===== config.mk =====
export PLATFORM = sky130hd
export DESIGN_NAME = cp0_timer_flat
export DESIGN_NICKNAME = d
export VERILOG_FILES = /design/src/rtl/cp0_timer_pkg.sv /design/src/rtl/cp0_timer_if.sv /design/src/rtl/cp0_timer.sv /design/src/flat_wrapper.sv
export SDC_FILE = /design/constraint.sdc
export NUM_CORES = 1
export LEC_CHECK = 0
export CAP_MARGIN = 20
export CORE_MARGIN = 3
export CORE_UTILIZATION = 50
export CTS_CLUSTER_SIZE = 40
export DETAILED_ROUTE_END_ITERATION = 8
export GPL_TIMING_DRIVEN = 0
export PLACE_DENSITY = 0.85
export SLEW_MARGIN = 0
export SYNTH_ARGS = -nofsm -noshare
export SYNTH_HDL_FRONTEND = slang
export SYNTH_SLANG_ARGS = --single-unit
export TNS_END_PERCENT = 30

===== constraint.sdc =====
create_clock -name clk -period 2.54 [get_ports clk]
set_input_delay 0.508 -clock clk [delete_from_list [all_inputs] [get_ports clk]]
set_output_delay 0.508 -clock clk [all_outputs]
set_load 0.01 [all_outputs]

===== src/rtl/cp0_timer_pkg.sv =====
// Shared constants for the CP0 timer: register offsets, CTRL field layout,
// mode encodings and FSM state encoding.
package timer_pkg;

   localparam logic [1:0] TC_CTRL   = 2'd0;
   localparam logic [1:0] TC_PRESET = 2'd1;
   localparam logic [1:0] TC_COUNT  = 2'd2;

   localparam int CTRL_EN      = 0;
   localparam int CTRL_MODE_LO = 1;
   localparam int CTRL_MODE_HI = 2;
   localparam int CTRL_IM      = 3;

   localparam logic [1:0] MODE_ONESHOT  = 2'b00;
   localparam logic [1:0] MODE_PERIODIC = 2'b01;

   typedef enum logic [1:0] {
      ST_IDLE = 2'b00,
      ST_LOAD = 2'b01,
      ST_CNT  = 2'b10,
      ST_INT  = 2'b11
   } state_e;

   // Modes 10/11 fall back to one-shot, so only 01 reloads.
   function automatic logic is_periodic(input logic [3:0] ctrl);
      return (ctrl[CTRL_MODE_HI:CTRL_MODE_LO] == MODE_PERIODIC);
   endfunction

endpackage


===== src/rtl/cp0_timer_if.sv =====
// Bus window between the system bridge (master) and the timer (slave).
interface cp0_timer_if #(parameter int DATA_W = 32);

   logic [1:0]        addr;
   logic              we;
   logic [DATA_W-1:0] wdata;
   logic [DATA_W-1:0] rdata;
   logic              irq;

   modport master (output addr, output we, output wdata, input rdata, input irq);
   modport slave  (input addr, input we, input wdata, output rdata, output irq);

endinterface


===== src/rtl/cp0_timer.sv =====
// Programmable down-counter timer behind a 3-word register window; drives
// CP0 HWInt[0] in one-shot or auto-reload periodic mode.
module cp0_timer
   import timer_pkg::*;
#(
   parameter int DATA_W = 32
) (
   input  logic       clk,
   input  logic       reset,
   cp0_timer_if.slave bus
);

   localparam logic [DATA_W-1:0] CNT_ONE  = {{(DATA_W-1){1'b0}}, 1'b1};
   localparam logic [DATA_W-1:0] CNT_ZERO = {DATA_W{1'b0}};

   logic [3:0]        ctrl_q,     ctrl_d;
   logic [DATA_W-1:0] preset_q,   preset_d;
   logic [DATA_W-1:0] count_q,    count_d;
   logic              irq_flag_q, irq_flag_d;
   state_e            state_q,    state_d;

   logic wr_ctrl_s;
   logic wr_preset_s;
   logic en_s;

   assign wr_ctrl_s   = bus.we && (bus.addr == TC_CTRL);
   assign wr_preset_s = bus.we && (bus.addr == TC_PRESET);
   assign en_s        = ctrl_q[CTRL_EN];

   // Next-state logic: counter FSM first, then bus writes override it.
   always_comb begin
      ctrl_d     = ctrl_q;
      preset_d   = preset_q;
      count_d    = count_q;
      irq_flag_d = irq_flag_q;
      state_d    = state_q;

      case (state_q)
         ST_IDLE: begin
            if (en_s) begin
               state_d = ST_LOAD;
            end else begin
               state_d = ST_IDLE;
            end
         end
         ST_LOAD: begin
            if (en_s) begin
               count_d = preset_q;
               state_d = ST_CNT;
            end else begin
               state_d = ST_IDLE;
            end
         end
         ST_CNT: begin
            if (!en_s) begin
               state_d = ST_IDLE;
            end else if (count_q > CNT_ONE) begin
               count_d = count_q - CNT_ONE;
            end else begin
               // Covers COUNT==0 too, so the counter never wraps.
               count_d    = CNT_ZERO;
               irq_flag_d = 1'b1;
               state_d    = ST_INT;
            end
         end
         ST_INT: begin
            if (is_periodic(ctrl_q)) begin
               irq_flag_d = 1'b0;
               state_d    = ST_LOAD;
            end else begin
               ctrl_d[CTRL_EN] = 1'b0;
               state_d         = ST_IDLE;
            end
         end
         default: begin
            state_d = ST_IDLE;
         end
      endcase

      // A software write acknowledges the interrupt and beats any FSM update.
      if (wr_ctrl_s) begin
         ctrl_d     = bus.wdata[3:0];
         irq_flag_d = 1'b0;
      end else if (wr_preset_s) begin
         preset_d   = bus.wdata;
         irq_flag_d = 1'b0;
      end else begin
         irq_flag_d = irq_flag_d;
      end
   end

   // State and register file flops.
   always_ff @(posedge clk) begin
      if (reset) begin
         ctrl_q     <= 4'd0;
         preset_q   <= CNT_ZERO;
         count_q    <= CNT_ZERO;
         irq_flag_q <= 1'b0;
         state_q    <= ST_IDLE;
      end else begin
         ctrl_q     <= ctrl_d;
         preset_q   <= preset_d;
         count_q    <= count_d;
         irq_flag_q <= irq_flag_d;
         state_q    <= state_d;
      end
   end

   // Read mux, combinational from addr.
   always_comb begin
      bus.rdata = CNT_ZERO;
      case (bus.addr)
         TC_CTRL:   bus.rdata = {{(DATA_W-4){1'b0}}, ctrl_q};
         TC_PRESET: bus.rdata = preset_q;
         TC_COUNT:  bus.rdata = count_q;
         default:   bus.rdata = CNT_ZERO;
      endcase
   end

   assign bus.irq = irq_flag_q & ctrl_q[CTRL_IM];

endmodule


===== src/flat_wrapper.sv =====
// flat-port wrapper written by rule: the top's interface ports become plain ports
module cp0_timer_flat import timer_pkg::*;
#(
   parameter int DATA_W = 32
)
  (clk, reset, bus_addr, bus_we, bus_wdata, bus_rdata, bus_irq);
  cp0_timer_if #(.DATA_W(DATA_W)) bus_i ();
  input  logic clk;
  input  logic reset;
  input wire logic [$bits(bus_i.addr)-1:0] bus_addr;
  input wire logic [$bits(bus_i.we)-1:0] bus_we;
  input wire logic [$bits(bus_i.wdata)-1:0] bus_wdata;
  output wire logic [$bits(bus_i.rdata)-1:0] bus_rdata;
  output wire logic [$bits(bus_i.irq)-1:0] bus_irq;
  assign bus_i.addr = bus_addr;
  assign bus_i.we = bus_we;
  assign bus_i.wdata = bus_wdata;
  assign bus_rdata = bus_i.rdata;
  assign bus_irq = bus_i.irq;
  cp0_timer #(.DATA_W(DATA_W)) u_core (.clk(clk), .reset(reset), .bus(bus_i));
endmodule

==> results by group <==
Synth
  • Largest cells by area after synthesis: dfxtp_1, nand2_1, a21oi_1
  • Top-area cell type share of the netlist area: 35.7%
  • Post-synthesis sequential area ratio: approximately 36%
  • Syn nets: 550
  • Post-Syn Instances: a little over 500
  • Yosys warnings: 0
  • Commonest cells in the synthesized netlist: nand2_1, dfxtp_1, a21oi_1, clkbuf_1
  • Count leader, synth: nand2_1
  • Synth Flop Type: dfxtp_1
  • Post-synth top area cell: dfxtp_1
  • Mapped Area: 3980 µm²
  • Post-synth EDFFs: 0
  • Seq cells post-synth: 71
  • Synth Area per Inst: 7.79 µm²
  • Netlist cell types: a little over 60
  • Asr flop ratio synth: 0%

Power
  • Total Power: 2320 µW
  • Power density over cell area: roughly 440 nW/µm²
  • Lkg Pwr: between 0.002 and 0.0025 µW
  • VDD IR max: between 300 and 400 µV

Timing
  • Final worst-path cycle share: 100%
  • Max-slew violation count: 0
  • Final hold violation count: 0
  • Slew margin rel.: 54.5%
  • Worst Tran Pin Value: 0.683 ns
  • RSZ-0062 raised after global routing: true
  • Post-route setup TNS: -0.00400 ns
  • Endpoints failing setup: 2
  • Clock Skew: around 0.013 ns
  • Final Critical Period: ~2.5 ns
  • Setup slack after layout: -0.00233 ns
  • Max frequency: between 300 and 400 MHz

Clocking
  • Cts hold-fix bufs: 0
  • Total CTS buffers: 9
  • Clock buffer depth: 2
  • CTS root buffer: clkbuf_8
  • CTS tree: done
  • CTS H-tree depth: 3
  • Num Clock Sinks: between 70 and 80
  • Clk_lat worst skew: 0.35 ns
  • Clock-pin slew on the worst setup and hold paths: about 0.090 ns

Worst setup path
  • Worst Setup Start Kind: flip-flop
  • CP Class: reg2reg
  • R2r startpoint: u_core.count_q[8]
  • Critical Path RT: around 2.8 ns
  • CP max FO: 9
  • WP data arrival: between 2 and 3 ns
  • Crit. Startpoint: u_core.count_q[8]
  • Crit end category: flip-flop

Drt
  • DR iter-0 viols: between 700 and 800
  • Vias: 4615
  • Drt pass-1 iters: 6
  • Avg WL per Cell: roughly 21 µm
  • Via density: around 6.6
  • Drt total wl: ~15 mm
  • Antenna violation net count after detailed routing: 0
  • DRC viols: 0

Place
  • Dpl cell area: 4790 µm²
  • Post-Place Setup Slack: -1.00 ns
  • GPL Wtd Cong: ~1.0
  • IO buf count: a little under 70
  • DPL Wire Length: 10.9 mm

Global route
  • First-pass GRT wire length: ~23 mm
  • Largest net degree at the start of global routing: 14
  • Initial antenna violation count: 0
  • Vias in the first global route: 4262
  • All-Layer GR Usage: 33.1%
  • Grt ovf: 0

Die
  • Initial Util: around 53%
  • Die X-Extent: approximately 95 µm
  • Total Die Area: roughly 9000 µm²
  • Die height: between 90 and 100 µm
  • I/O pins: 70
  • Core Rows: 31
  • Core box area: 7490 µm²

Finish
  • Post-layout util: a little over two thirds
  • Area Overhead vs Synth: 32.3%
  • Fin nets: 631
  • Final instance area: roughly 5300 µm²
  • Share of cells above drive strength 1: 10.9%
  • N_diodes: 0

Outcome
  • Failing checks: negative setup slack
  • Outcome: finished, violations left

Hold path
  • Min-delay worst type: reg2reg
  • Hold path startpoint: u_core.preset_q[7]

Job
  • Max-Cap Viols: 0
[worst paths after layout]
kind	end	slack (ns)	cells past startpoint
worst min-delay path	u_core.preset_q[7]	0.49	2
worst max register to register	u_core.count_q[25]	-0.002	7
worst min register to register	u_core.preset_q[7]	0.49	2
worst max-delay path	u_core.count_q[25]	-0.002	7
[timing repair]
action                                  4_1_cts  5_1_grt
buffers inserted                              0        1
resized for setup                            37       38
endpoints found under the setup margin       56       60
pin swaps                                     0        2
[cell usage in the layout (no fill, tap or decap), types with 8 or more instances in the layout]
master	netlist	layout
nand2_1	84	84
dfxtp_1	71	69
clkdlybuf4s50_1	0	60
a21oi_1	59	59
clkbuf_1	41	29
a22o_1	27	27
nor2_1	27	27
clkbuf_8	0	16
inv_1	14	14
and3_1	13	13
o32ai_1	10	10
o21ai_0	9	9
nor3_1	10	9
a32oi_1	9	9
nand4_1	8	8
[metal layers]
layer | global-route usage [%] | wire (µm)
met1 | 45.6 | 5960
met2 | 49.6 | 6640
met3 | 6.16 | 1790
met4 | 16.0 | 520
met5 | 0 | 0
[sequential cells by signal, summed over array words and instances, names as in the netlist]
signal             count
u_core.count_q        32
u_core.state_q         2
u_core.preset_q       32
u_core.ctrl_q          4
u_core.irq_flag_q      1
[where the power goes]
part	total (µW)	internal [µW]	switching, µW
combinational	207	102	105
clock	956	486	470
sequential	1150	1130	23.5
total	2320	1720	599
[per-stage QoR]
stage	instances	hold WS, ns
finish	696	0.489
global route	696	0.503
floorplan	511	0.445
CTS	695	0.487
global placement	678	0.461
detailed placement	679	0.471
[cells by family (layout without fill, tap and decap cells)]
| logic type | Yosys count | after routing | synth area share [%] |
|---|---|---|---|
| mux | 7 | 7 | 1.76 |
| simple gates | 199 | 199 | 25.7 |
| fa+ha+maj | 2 | 2 | 0.629 |
| compound gates | 171 | 171 | 30.2 |
| buf+inv | 61 | 147 | 6.04 |
| flops | 71 | 71 | 35.7 |
[final cells by class]
| cell class | count | area, µm² |
|---|---|---|
| Buffer | 46 | 270 |
| Clock buffer | 10 | 138 |
| Clock inverter | 6 | 67.6 |
| Fill cell | 605 | 2220 |
| Inverter | 15 | 56.3 |
| Multi-Input combinational cell | 379 | 2480 |
| Sequential cell | 71 | 1420 |
| Tap cell | 99 | 124 |
| Timing Repair Buffer | 70 | 712 |
[worst max-delay path: stages (launching register included)]
cell and delay (ns):
dfxtp_1 0.33, buf_6 0.13, or4_4 0.59, or4_4 0.60, o31ai_4 0.27, buf_6 0.17, a21oi_2 0.07, a32o_1 0.26
No activity file was read; power rests on OpenSTA's default activity.
